**src/rtl/ov5640_pkg.sv**
```systemverilog
// ============================================================================
// Module      : ov5640_pkg
// Description : Shared types and default timing constants for the OV5640
//               camera FIFO control path (write side and video side).
// Revision    : 1.0 - initial release
// ============================================================================
`default_nettype none

package ov5640_pkg;

    // Write-side sequencer states
    typedef enum logic [2:0] {
        RST_ASSERT = 3'd0,
        RST_WAIT   = 3'd1,
        IDLE       = 3'd2,
        ARM        = 3'd3,
        STREAM     = 3'd4,
        DROP       = 3'd5
    } fifo_state_e;

    // Default cycles the FIFO reset is held high
    localparam int DEF_RST_CYCLES  = 16;
    // Default settle cycles after FIFO reset release before busy is trusted
    localparam int DEF_WAIT_CYCLES = 8;

endpackage : ov5640_pkg

`default_nettype wire

```
**src/rtl/ov5640_vsync_edge.sv**
```systemverilog
// ============================================================================
// Module      : ov5640_vsync_edge
// Description : Polarity-aware frame-boundary detector. Registers vsync once
//               and flags the cycle in which vsync enters its active level.
// Revision    : 1.0 - initial release
// ============================================================================
`default_nettype none

module ov5640_vsync_edge
    import ov5640_pkg::*;
#(
    parameter bit ACT_HIGH = 1'b1
) (
    input  logic clk_i,
    input  logic rst_ni,
    input  logic vsync_i,
    output logic boundary_o
);

    // Previous vsync sample; resets to the inactive level so that a frame
    // already in its active vsync phase at reset release is seen as a boundary.
    logic vsync_q;

    // Delay vsync by one cycle for edge detection
    always_ff @(posedge clk_i or negedge rst_ni) begin
        if (!rst_ni) begin
            vsync_q <= ~ACT_HIGH;
        end else begin
            vsync_q <= vsync_i;
        end
    end

    assign boundary_o = (vsync_i == ACT_HIGH) && (vsync_q != ACT_HIGH);

endmodule : ov5640_vsync_edge

`default_nettype wire

```
**src/rtl/ov5640_fifo_ctrl.sv**
```systemverilog
// ============================================================================
// Module      : ov5640_fifo_ctrl
// Description : Write-side sequencer for the camera-to-video CDC FIFO
//               (cam_clk domain). Resets/flushes the FIFO, admits pixels only
//               from a frame boundary so whole frames enter the FIFO, and on
//               overflow drops the rest of the frame and flushes.
//               Optional statistics: define OV5640_FIFO_CTRL_STATS_EN to build
//               the frame_cnt / drop_cnt counters (otherwise tied to zero).
// Revision    : 1.0 - initial release
// ============================================================================
`default_nettype none

module ov5640_fifo_ctrl
    import ov5640_pkg::*;
#(
    parameter int RST_CYCLES     = DEF_RST_CYCLES,
    parameter int WAIT_CYCLES    = DEF_WAIT_CYCLES,
    parameter bit VSYNC_ACT_HIGH = 1'b1,
    parameter int CNT_W          = 16
) (
    input  logic             cam_clk,
    input  logic             cam_rst_n,
    input  logic             enable,
    input  logic             s_valid,
    input  logic             s_vsync,
    input  logic             fifo_full,
    input  logic             fifo_wr_rst_busy,
    output logic             fifo_rst,
    output logic             fifo_wr_en,
    output logic             streaming,
    output logic             frame_start,
    output logic             ovf_pulse,
    output logic [CNT_W-1:0] frame_cnt,
    output logic [CNT_W-1:0] drop_cnt
);

    // One timer serves both the reset-hold and the post-reset settle phases
    localparam int TMR_MAX = (RST_CYCLES > WAIT_CYCLES) ? RST_CYCLES : WAIT_CYCLES;
    localparam int TMR_W   = $clog2(TMR_MAX + 1);
    localparam logic [TMR_W-1:0] RST_LAST  = TMR_W'(RST_CYCLES - 1);
    localparam logic [TMR_W-1:0] WAIT_LAST = TMR_W'(WAIT_CYCLES - 1);

    fifo_state_e      state_q;
    logic [TMR_W-1:0] tmr_q;
    logic             fifo_rst_q;
    logic             streaming_q;
    logic             frame_start_q;
    logic             ovf_q;

    logic             boundary;
    logic             ovf_hit;
    logic             frame_hit;

    ov5640_vsync_edge #(
        .ACT_HIGH (VSYNC_ACT_HIGH)
    ) u_vsync_edge (
        .clk_i      (cam_clk),
        .rst_ni     (cam_rst_n),
        .vsync_i    (s_vsync),
        .boundary_o (boundary)
    );

    // Overflow wins over a boundary in the same cycle
    assign ovf_hit   = (state_q == STREAM) && s_valid && fifo_full;
    // A frame is admitted on ARM->STREAM entry and on every boundary that
    // keeps the sequencer streaming
    assign frame_hit = enable && boundary &&
                       ((state_q == ARM) || ((state_q == STREAM) && !ovf_hit));

    // Sequencer state, timer and registered status outputs
    always_ff @(posedge cam_clk or negedge cam_rst_n) begin
        if (!cam_rst_n) begin
            state_q       <= RST_ASSERT;
            tmr_q         <= '0;
            fifo_rst_q    <= 1'b1;
            streaming_q   <= 1'b0;
            frame_start_q <= 1'b0;
            ovf_q         <= 1'b0;
        end else begin
            frame_start_q <= frame_hit;
            ovf_q         <= ovf_hit;
            case (state_q)
                RST_ASSERT: begin
                    if (tmr_q == RST_LAST) begin
                        state_q    <= RST_WAIT;
                        fifo_rst_q <= 1'b0;
                        tmr_q      <= '0;
                    end else begin
                        tmr_q <= tmr_q + 1'b1;
                    end
                end
                RST_WAIT: begin
                    // Busy is only trusted once the settle time has elapsed
                    if (tmr_q != WAIT_LAST) begin
                        tmr_q <= tmr_q + 1'b1;
                    end else if (!fifo_wr_rst_busy) begin
                        state_q <= enable ? ARM : IDLE;
                    end
                end
                IDLE: begin
                    if (enable) begin
                        state_q <= ARM;
                    end
                end
                ARM: begin
                    if (!enable) begin
                        state_q <= IDLE;
                    end else if (boundary) begin
                        state_q     <= STREAM;
                        streaming_q <= 1'b1;
                    end
                end
                STREAM: begin
                    // enable is only honoured at a boundary so frames complete
                    if (ovf_hit) begin
                        state_q     <= DROP;
                        streaming_q <= 1'b0;
                    end else if (boundary && !enable) begin
                        state_q     <= IDLE;
                        streaming_q <= 1'b0;
                    end
                end
                DROP: begin
                    if (boundary) begin
                        state_q    <= RST_ASSERT;
                        fifo_rst_q <= 1'b1;
                        tmr_q      <= '0;
                    end
                end
                default: begin
                    state_q     <= RST_ASSERT;
                    fifo_rst_q  <= 1'b1;
                    streaming_q <= 1'b0;
                    tmr_q       <= '0;
                end
            endcase
        end
    end

    assign fifo_rst    = fifo_rst_q;
    assign streaming   = streaming_q;
    assign frame_start = frame_start_q;
    assign ovf_pulse   = ovf_q;
    assign fifo_wr_en  = (state_q == STREAM) && s_valid && !fifo_full && !fifo_wr_rst_busy;

`ifdef OV5640_FIFO_CTRL_STATS_EN
    logic [CNT_W-1:0] frame_cnt_q;
    logic [CNT_W-1:0] drop_cnt_q;

    // Free-running wrap-around frame and overflow counters
    always_ff @(posedge cam_clk or negedge cam_rst_n) begin
        if (!cam_rst_n) begin
            frame_cnt_q <= '0;
            drop_cnt_q  <= '0;
        end else begin
            if (frame_hit) begin
                frame_cnt_q <= frame_cnt_q + 1'b1;
            end
            if (ovf_hit) begin
                drop_cnt_q <= drop_cnt_q + 1'b1;
            end
        end
    end

    assign frame_cnt = frame_cnt_q;
    assign drop_cnt  = drop_cnt_q;
`else
    assign frame_cnt = '0;
    assign drop_cnt  = '0;
`endif

endmodule : ov5640_fifo_ctrl

`default_nettype wire

```
**config.mk**
```make
export PLATFORM = sky130hd
export DESIGN_NAME = ov5640_fifo_ctrl
export DESIGN_NICKNAME = d
export VERILOG_FILES = /design/src/rtl/ov5640_pkg.sv /design/src/rtl/ov5640_vsync_edge.sv /design/src/rtl/ov5640_fifo_ctrl.sv
export SDC_FILE = /design/constraint.sdc
export NUM_CORES = 1
export LEC_CHECK = 0
export ABC_CLOCK_PERIOD_IN_PS = 1900
export BUFFER_PORTS_ARGS = -buffer_cell sky130_fd_sc_hd__buf_2
export CORE_ASPECT_RATIO = 1.75
export CORE_MARGIN = 2
export CORE_UTILIZATION = 45
export CTS_CLUSTER_DIAMETER = 40
export DETAILED_ROUTE_END_ITERATION = 6
export GPL_TIMING_DRIVEN = 0
export HOLD_SLACK_MARGIN = 0.05
export PLACE_DENSITY = 0.74
export SKIP_CTS_REPAIR_TIMING = 1
export SLEW_MARGIN = 0
export SYNTH_ARGS = -nofsm -noshare
export SYNTH_HDL_FRONTEND = slang
export SYNTH_HIERARCHICAL = 1
export SYNTH_SLANG_ARGS = --single-unit
```
**constraint.sdc**
```tcl
create_clock -name cam_clk -period 1.9 [get_ports cam_clk]
set_input_delay 0.285 -clock cam_clk [delete_from_list [all_inputs] [get_ports cam_clk]]
set_output_delay 0.285 -clock cam_clk [all_outputs]
set_load 0.01 [all_outputs]
```
Word-level counts from Yosys, hierarchy flattened
Index checks and enable logic that the tools add are counted.

Register bits after elaboration: 13. Input bits: 7. Output and inout bits: 37. Logic and storage cells: 73.

Add/subtract/negate cells: 1. Equal/unequal tests: 17. Muxes and demuxes: 22. Bitwise operators: 4. Reduce and logical (&&, ||, !) cells: 22.

Operator list (number): $mux 3 (9); $pmux 5 s4 (1); $pmux 3 s6 (1); $ne 2x2->1 const B (8); $mux 5 (3); $logic_and 1x1->1 (9); $reduce_or 4->1 (2); $reduce_and 7->1 (1); $eq 3x2->1 const B (2); $eq 3x3->1 const B (2); $mux 1 (6); $pmux 1 s3 (2); $reduce_and 3->1 (2); $add 5x1->5 const B (1); $eq 5x4->1 const B (1); $ne 5x3->1 const B (1); $logic_not 1->1 (4); $not 1->1 (4); $reduce_and 4->1 (1); $eq 3x1->1 const B (1); $logic_not 3->1 (1); $ne 3x2->1 const B (1); $ne 3x3->1 const B (1); $reduce_or 3->1 (1); $logic_or 1x1->1 (1).

Logic depth before layout (Yosys ltp)
Gate-level depths: netlist (run 1).

Depth after elaboration: 7. Gate-level depth with buffers: 8.

Modules after synthesis
Netlist (run 1), hierarchy kept.

By module, submodules not included: ov5640_fifo_ctrl (times used 1, cells an instance 126, area each 1151.1 µm², sequential area each 301.5 µm²); ov5640_vsync_edge (times used 1, cells an instance 2, area each 38.8 µm², sequential area each 25.0 µm²).

Worst setup path after synthesis (run 1)
OpenSTA, ideal clock, no wires.

Path kind: reg-to-output. From: reg state_q[1]. To: out fifo_wr_en. Arrival time: 1.355 ns. Setup slack: 0.260 ns. Stages on the path, launching flop included: 4. Path buffers: 1. Cell sequence: dfrtp_1 -> buf_6 -> or3b_4 -> nor4b_1.

Word-level cells in the longest chain between the ends: 4.

Ends and longest elaborated chain: start, declared (RTL line ov5640_fifo_ctrl.sv:43) `fifo_state_e state_q;`; start signal, assigned (RTL line ov5640_fifo_ctrl.sv:97) `state_q <= enable ? ARM : IDLE;`; $eq 3x3->1 (RTL line ov5640_fifo_ctrl.sv:144) `assign fifo_wr_en = (state_q == STREAM) && s_valid && !fifo_full && !fifo_wr_rst_busy;`; $logic_and 1x1->1 (3 in series) (RTL line ov5640_fifo_ctrl.sv:144); end, declared (RTL line ov5640_fifo_ctrl.sv:29) `output logic fifo_wr_en,`.

No other way between the ends.

Worst setup path in the final report (run 1)
Ends and elaborated chain as after synthesis.

==> results.sh, run 1 <==
export IMPL_synthAdderAreaFrac_pct=3.15
export IMPL_min_path_cells=1
export IMPL_synth_xor_area_share_pct=1.47
export IMPL_critPathKind="reg2out"
export IMPL_grt_usage_pct=17.8
export IMPL_port_buffers=10
export IMPL_vias_per_cell=4.69
export IMPL_root_buffer="clkbuf_8"
export IMPL_synth_flop_cell="dfrtp_1"
export IMPL_finalCritPeriodShare_pct=97.6
export IMPL_yosysUniqueCellTypes=44
export IMPL_grt_ovfl_total=0
export IMPL_wl_per_cell_um=12.1
export IMPL_setup_viol=0
export IMPL_start_util_pct=47.7
export IMPL_cp_max_fo=3
export IMPL_fp_dieH_um=72.0
export IMPL_synth_edf_count=0
export IMPL_drive_gt1_share_pct=37.3
export IMPL_pwr_density_cell_mw_per_mm2=1070
export IMPL_setup_worst_path_start_class="register"
export IMPL_antenna_found_initial=0
export IMPL_async_flop_share_pct=100
export IMPL_nNetsFinal=188
export IMPL_cts_tree="done"
export IMPL_netlist_instances=128
export IMPL_io_pins=44
export IMPL_yosys_warnings=6
export IMPL_ir_drop_mv=0.509
export IMPL_r2r_setup_slack_ns=0.26
export IMPL_clock_skew_ns=0.00153
export IMPL_ant_nets=0
export IMPL_final_hold_viol_count=0
export IMPL_period_needed_ns=1.85
export IMPL_reg2reg_depth=6
export IMPL_crit_arrival_ns=1.57
export IMPL_vias=953
export IMPL_hold_class="in2reg"
export IMPL_syn2layout_area_growth_pct=23.8
export IMPL_finalNonFillerCells=203
export IMPL_cts_buffers=3
export IMPL_antennaDiodeCount=0
export IMPL_die_w_um=42.9
export IMPL_drv_cap=0
export IMPL_rsz0062_at_grt="true"
export IMPL_yosys_register_bits=13
export IMPL_cts_sinks=13
export IMPL_firstDrtPassIters=4
export IMPL_grt_pass1_wl_um=4150
export IMPL_ys_seq_area_share_pct=27.4
export IMPL_p_total_mw=1.58
export IMPL_synth_top_area_share_pct=25.2
export IMPL_slew_viol_final=0
export IMPL_clkTransAtPathRegs_ns=0.06
export IMPL_n_fill_cell=238
export IMPL_htreeDepth=1
export IMPL_yosysTopAreaCell="dfrtp_1"
export IMPL_grt_max_degree=14
export IMPL_drc=0
export IMPL_outcome="completed"
export IMPL_place_gp_congestion=0.888
export IMPL_dp_cells=195
export IMPL_syn_cell_area_mm2=0.00119
export IMPL_drt_wl_total_um=2450
export IMPL_leakagePower_nw=0.789
export IMPL_synth_compound_area_share_pct=22.6
export IMPL_cts_max_path_buffers=2
export IMPL_required_ns=1.62
export IMPL_end_kind="output port"
export IMPL_core_mm2=0.00249
export IMPL_drt_iter0_drc=27
export IMPL_fmax_mhz=539
export IMPL_dp_hpwl_um=1910
export IMPL_grt_pass1_vias=976
export IMPL_synthMuxAreaShare_pct=3.47
export IMPL_synthSimpleGateAreaFrac_pct=16.4
export IMPL_synth_area_per_cell_um2=9.30
export IMPL_synth_top_family_by_area="buffers and inverters"
export IMPL_clk_latency_ns=0.25
export IMPL_num_rows=24
export IMPL_dieArea_mm2=0.00309
export IMPL_fin_setup_tns_ns=0
export IMPL_synthTopCellsByArea="dfrtp_1 25%, buf_4 20%, a2111oi_4 4.6%"
## where the power goes
part / switching [mW] / leakage, nW / total [mW] / internal, mW
clock: 0.107 / 0.0228 / 0.256 / 0.149
sequential: 0.0773 / 0.161 / 0.457 / 0.379
combinational: 0.468 / 0.605 / 0.870 / 0.402
## worst max-delay path, stage by stage, from the launching register on
cell,delay [ns]
dfrtp_1,0.39
buf_6,0.12
or3b_4,0.40
nor4b_2,0.23
buf_2,0.16
## area by class of cell
class | count | area (um2) | share of cell area [%]
multi-input cells | 102 | 687 | 46.6
inverters | 6 | 22.5 | 1.53
flip-flops and latches | 13 | 327 | 22.2
clock buffers | 4 | 45.0 | 3.06
plain buffers | 38 | 277 | 18.8
well taps | 26 | 32.5 | 2.21
repair buffers | 14 | 82.6 | 5.61
## final timing paths
kind | from | to
worst max-delay path | state_q[1]$_DFFE_PN0P_ | fifo_wr_en
min in group asynchronous | cam_rst_n | ovf_pulse$_DFF_PN0_
worst min-delay path | s_vsync | u_vsync_edge/vsync_q$_DFF_PN0_
worst max register to register | state_q[1]$_DFFE_PN0P_ | state_q[2]$_DFFE_PN0P_
worst min register to register | streaming$_DFFE_PN0P_ | streaming$_DFFE_PN0P_
max in group asynchronous | cam_rst_n | fifo_rst$_DFFE_PN1P_
## stage by stage
step | hold slack [ns] | utilization, % | area [um2] | setup WS [ns]
final | 0.156 | 59.1 | 1470 | 0.0455
after global routing | 0.161 | 59.1 | 1470 | -0.0253
after floorplan | -0.0106 | - | 1310 | 0.260
after global placement | 0.192 | 55.7 | 1390 | 0.282
after CTS | -0.0655 | 57.5 | 1430 | 0.00643
after detailed placement | 0.200 | 55.7 | 1390 | 0.251
## cell usage after synthesis (3+ instances only)
cell       n
nand2_1    9
nor2b_1    3
nand2b_1   3
nand3_1    3
ha_1       3
buf_2      4
dfrtp_1   12
a21oi_1    3
nor2_1     8
buf_4     32
inv_1      6
mux2i_1    3
## layout by cell type (no fill, tap or decap), types with 3 or more instances in the layout
cell type / instances
a21oi_1: 3
buf_2: 14
buf_4: 35
clkbuf_8: 3
conb_1: 32
dfrtp_1: 12
ha_1: 3
inv_1: 6
mux2i_1: 3
nand2_1: 9
nand2b_1: 3
nand3_1: 3
nor2_1: 8
nor2b_1: 3
## state kept, by name, summed over array words and instances, names as in the netlist
| register | flops |
|---|---|
| ovf_pulse | 1 |
| u_vsync_edge/vsync_q | 1 |
| fifo_rst | 1 |
| state_q | 3 |
| tmr_q | 5 |
| streaming | 1 |
| frame_start | 1 |
## routing by layer
metal	track usage [%]	wire length (um)
met2	34.7	1440
met3	3.23	91
met4	7.99	44
met5	0	0
met1	17.2	876
## kinds of logic after synthesis
family	count (synthesis)
buf+inv	44
mux	4
fa+ha+maj	3
flops	13
other cells	1
compound gates	27
xor+xnor	2
simple gates	34
Power figures use the tool's default switching activity.
==> run 2, diff against run 1 <==
Settings changed: CORE_ASPECT_RATIO 1.75 to 1.4, TNS_END_PERCENT set to 5.
==> results.sh, run 2 (synthesis gave the netlist of run 1 again) <==
export IMPL_regMostFlops="tmr_q"
export IMPL_holdWs_ns=0.131
export IMPL_stdcell_area_mm2=0.00145
export IMPL_clk_latency_ns=0.28
export IMPL_place_gp_congestion=0.864
export IMPL_reg_largest_list="tmr_q x5, state_q x3"
export IMPL_root_buffer="clkbuf_4"
export IMPL_drive_gt1_share_pct=36.6
export IMPL_final_hold_viol_count=0
export IMPL_pwr_density_cell_mw_per_mm2=1020
export IMPL_die_w_um=47.5
export IMPL_nNetsFinal=186
export IMPL_hold_class="in2reg"
export IMPL_crit_family="simple AND/OR/NAND/NOR gates"
export IMPL_vias_per_cell=4.49
export IMPL_setup_worst_path_start_class="register"
export IMPL_grt_max_degree=14
export IMPL_ir_drop_mv=0.409
export IMPL_use_met3_pct=1.67
export IMPL_clock_skew_ns=0.00176
export IMPL_firstDrtPassIters=4
export IMPL_period_needed_ns=1.89
export IMPL_critPathKind="reg2out"
export IMPL_rsz0062_at_grt="true"
export IMPL_num_rows=22
export IMPL_use_met1_pct=17.8
export IMPL_finalCritPeriodShare_pct=99.5
export IMPL_grt_usage_pct=16.8
export IMPL_critical_path_cell_chain="buf_6, or3b_4, nor4b_2, buf_2"
export IMPL_dieArea_mm2=0.00308
export IMPL_final_common_cell="buf_4"
export IMPL_wl_per_cell_um=11.0
export IMPL_final_cell_mix="33 x buf_4, 32 x conb_1, 14 x buf_2"
export IMPL_end_kind="output port"
export IMPL_outcome="completed"
export IMPL_clkTransAtPathRegs_ns=0.08
export IMPL_cts_tree="done"
export IMPL_crit_slowest_cell="or3b_4"
export IMPL_drv_cap=0
export IMPL_fin_setup_tns_ns=0
export IMPL_required_ns=1.62
export IMPL_ant_nets=0
export IMPL_largest_reg_flops=5
export IMPL_vias=948
export IMPL_dp_hpwl_um=1860
export IMPL_antenna_found_initial=0
export IMPL_cts_buffers=3
export IMPL_htreeDepth=1
export IMPL_drt_iter0_drc=27
export IMPL_dp_cells=205
export IMPL_crit_arrival_ns=1.61
export IMPL_met2_usage_pct=30.6
export IMPL_finalNonFillerCells=211
export IMPL_grt_pass1_wl_um=3790
export IMPL_antennaDiodeCount=0
export IMPL_grt_ovfl_total=0
export IMPL_leakagePower_nw=0.772
export IMPL_start_util_pct=46.5
export IMPL_core_mm2=0.00256
export IMPL_cp_slowest_stage_delay_ns=0.41
export IMPL_cts_sinks=13
export IMPL_path_buf_inv=2
export IMPL_fp_dieH_um=64.8
export IMPL_port_buffers=10
export IMPL_slew_viol_final=0
export IMPL_grt_pass1_vias=917
export IMPL_cts_max_path_buffers=2
export IMPL_n_fill_cell=237
export IMPL_fmax_mhz=529
export IMPL_cp_max_fo=10
export IMPL_grt_busiest_layer="met2"
export IMPL_syn2layout_area_growth_pct=22.0
export IMPL_placed_area_mm2=0.00140
export IMPL_io_pins=44
export IMPL_drt_wl_total_um=2310
export IMPL_drc=0
export IMPL_setup_viol=0
[run 2: cell count changes in the layout (fill, tap and decap cells not counted), sizes merged]
cell  before  now
buf       50   48
[run 2: power breakdown]
group          switching, mW  internal [mW]  leakage (nW)
clock network         0.0945         0.0815        0.0150
registers             0.0793          0.378         0.161
logic                  0.464          0.389         0.595
total                  0.638          0.849         0.772
[run 2: layout make-up]
| class | instances | area [um2] | share of cell area (%) |
|---|---|---|---|
| Inverter | 6 | 22.5 | 1.55 |
| Buffer | 38 | 277 | 19.1 |
| Tap cell | 36 | 45.0 | 3.10 |
| Multi-Input combinational cell | 102 | 687 | 47.3 |
| Sequential cell | 13 | 327 | 22.5 |
| Clock buffer | 4 | 26.3 | 1.81 |
| Timing Repair Buffer | 12 | 67.6 | 4.66 |
[run 2: worst paths after layout]
path / start / to / slack, ns / cells after the start
worst max-delay path: state_q[1]$_DFFE_PN0P_ / fifo_wr_en / 0.009 / 4
worst min-delay path: s_vsync / u_vsync_edge/vsync_q$_DFF_PN0_ / 0.13 / 1
worst max register to register: tmr_q[0]$_DFFE_PN0P_ / tmr_q[1]$_DFFE_PN0P_ / 0.21 / 5
worst min register to register: streaming$_DFFE_PN0P_ / streaming$_DFFE_PN0P_ / 0.55 / 2
max in group asynchronous: cam_rst_n / fifo_rst$_DFFE_PN1P_ / 1.19 / 2
min in group asynchronous: cam_rst_n / tmr_q[1]$_DFFE_PN0P_ / 0.42 / 2
[run 2: per-stage QoR]
stage	power, mW	util [%]	worst slack (ns)
global placement	1.26	54.7	0.280
global route	1.61	56.7	-0.0612
CTS	1.48	55.8	-0.0325
floorplan	1.13	-	0.260
finish	1.49	56.7	0.00938
detailed placement	1.30	54.7	0.195
[run 2: layer usage]
layer | up-vias | part of all wire [%]
met5 | - | 0
met4 | 0 | 2.3
met3 | 6 | 5.3
met2 | 35 | 57
met1 | 434 | 35
li1 | 473 | -
==> run 3, diff against run 2 <==
Settings changed: CORE_ASPECT_RATIO 1.4 to not set.
==> results.sh, run 3 (synthesis gave the netlist of run 1 again) <==
export IMPL_outcome="complete, but fails checks"
export IMPL_violations="setup timing"
export IMPL_reg2reg_depth=5
export IMPL_nNetsFinal=186
export IMPL_wl_met1_um=998
export IMPL_r2r_setup_slack_ns=0.27
export IMPL_antenna_found_initial=0
export IMPL_p_total_mw=1.49
export IMPL_drt_iter0_drc=17
export IMPL_min_path_cells=1
export IMPL_drc=0
export IMPL_holdWs_ns=0.115
export IMPL_reg_largest_list="tmr_q x5, state_q x3"
export IMPL_crit_slowest_cell="dfrtp_1"
export IMPL_grt_max_degree=14
export IMPL_hold_end="u_vsync_edge/vsync_q$_DFF_PN0_"
export IMPL_switching_share_pct=43.0
export IMPL_leakagePower_nw=0.772
export IMPL_cts_buffers=3
export IMPL_largest_reg_flops=5
export IMPL_power_share_clock_pct=12.2
export IMPL_clock_skew_ns=0.00243
export IMPL_ir_drop_mv=0.531
export IMPL_vias_per_cell=4.50
export IMPL_p_comb_share_pct=56.9
export IMPL_placed_area_mm2=0.00139
export IMPL_ant_nets=0
export IMPL_grt_pass1_wl_um=3510
export IMPL_drive_gt1_share_pct=36.6
export IMPL_dr_max_layer_used="met4"
export IMPL_cts_sinks=13
export IMPL_hold_class="in2reg"
export IMPL_timing_rr_end="tmr_q[1]$_DFFE_PN0P_"
export IMPL_fmax_mhz=521
export IMPL_layout_setup_ws_ns=-0.0190
export IMPL_wl_per_cell_um=10.9
export IMPL_dp_hpwl_um=1700
export IMPL_rsz0062_at_grt="true"
export IMPL_r2r_start="tmr_q[1]$_DFFE_PN0P_"
export IMPL_crit_family="simple AND/OR/NAND/NOR gates"
export IMPL_pwr_share_seq_pct=30.9
export IMPL_htreeDepth=1
export IMPL_clk_latency_ns=0.29
export IMPL_start_util_pct=47.6
export IMPL_multi_input_comb_area_um2=687
export IMPL_end_kind="output port"
export IMPL_clkTransAtPathRegs_ns=0.08
export IMPL_vias=923
export IMPL_setup_viol=1
export IMPL_path_buf_inv=2
export IMPL_pwr_density_cell_mw_per_mm2=1030
export IMPL_num_rows=18
export IMPL_stdcell_area_mm2=0.00144
export IMPL_drt_wl_total_um=2240
export IMPL_final_util_pct=57.8
export IMPL_root_buffer="clkbuf_4"
export IMPL_cp_max_fo=10
export IMPL_critPathKind="reg2out"
export IMPL_core_mm2=0.00250
export IMPL_grt_usage_pct=14.3
export IMPL_final_hold_viol_count=0
export IMPL_setup_worst_path_start_class="register"
export IMPL_port_buffers=10
export IMPL_cp_slowest_stage_delay_ns=0.41
export IMPL_pre_cts_ws_ns=0.271
export IMPL_firstDrtPassIters=4
export IMPL_regMostFlops="tmr_q"
export IMPL_grt_pass1_vias=771
export IMPL_grt_ovfl_total=0
export IMPL_die_w_um=55.4
export IMPL_fp_dieH_um=55.4
export IMPL_io_pins=44
export IMPL_slew_viol_final=0
export IMPL_switching_power_mw=0.642
export IMPL_drv_cap=0
export IMPL_n_fill_cell=236
export IMPL_final_common_cell="buf_4"
export IMPL_required_ns=1.62
export IMPL_critical_path_cell_chain="buf_6, or3b_4, nor4b_2, buf_2"
export IMPL_antennaDiodeCount=0
export IMPL_syn2layout_area_growth_pct=21.3
export IMPL_finalCritPeriodShare_pct=101
export IMPL_dieArea_mm2=0.00307
export IMPL_route_met3_wl_um=156
export IMPL_cts_max_path_buffers=2
export IMPL_cts_tree="done"
export IMPL_period_needed_ns=1.92
export IMPL_seq_area_um2=327
export IMPL_min_from="s_vsync"
export IMPL_route_met2_wl_um=1030
export IMPL_power_internal_mw=0.849
export IMPL_place_gp_congestion=0.883
export IMPL_crit_arrival_ns=1.63
export IMPL_final_cell_mix="33 x buf_4, 32 x conb_1, 14 x buf_2"
## run 3: cell counts in the layout (fill, tap and decap cells not counted)
No cell type changed its count.
## run 3: how the worst max path moves through the flow
| stage | start | end | slack [ns] | depth (start not counted) |
|---|---|---|---|---|
| floorplan | state_q[1]$_DFFE_PN0P_ | fifo_wr_en | 0.26 | 3 |
| global route | state_q[1]$_DFFE_PN0P_ | fifo_wr_en | -0.08 | 4 |
| CTS | state_q[1]$_DFFE_PN0P_ | fifo_wr_en | -0.04 | 4 |
| finish | state_q[1]$_DFFE_PN0P_ | fifo_wr_en | -0.02 | 4 |
| global placement | state_q[1]$_DFFE_PN0P_ | fifo_wr_en | 0.30 | 4 |
| detailed placement | tmr_q[1]$_DFFE_PN0P_ | tmr_q[1]$_DFFE_PN0P_ | 0.27 | 5 |
## run 3: cell type report
class / count / area share (%)
Timing Repair Buffer: 12 / 4.68
Sequential cell: 13 / 22.6
Tap cell: 30 / 2.60
Clock buffer: 4 / 1.82
Inverter: 6 / 1.56
Multi-Input combinational cell: 102 / 47.6
Buffer: 38 / 19.2
## run 3: power groups by stage
| stage | combinational [mW] | sequential [mW] | clock, mW |
|---|---|---|---|
| after CTS | 0.834 | 0.460 | 0.185 |
| final | 0.849 | 0.461 | 0.181 |
| after global placement | 0.808 | 0.461 | 0 |
| after detailed placement | 0.829 | 0.466 | 0 |
| after floorplan | 0.679 | 0.453 | 0 |
| after global routing | 0.940 | 0.471 | 0.195 |
## run 3: stage by stage
| stage | TNS, ns | cells |
|---|---|---|
| after floorplan | 0 | 159 |
| after global placement | 0 | 199 |
| after detailed placement | 0 | 199 |
| after CTS | -0.0403 | 203 |
| after global routing | -0.0791 | 205 |
| final | -0.0190 | 205 |
## run 3: metal layers
metal,global-route usage (%),vias to the layer above
met5,0,-
met4,8.36,0
met3,2.58,5
met2,23.8,35
met1,17.2,414
li1,-,469
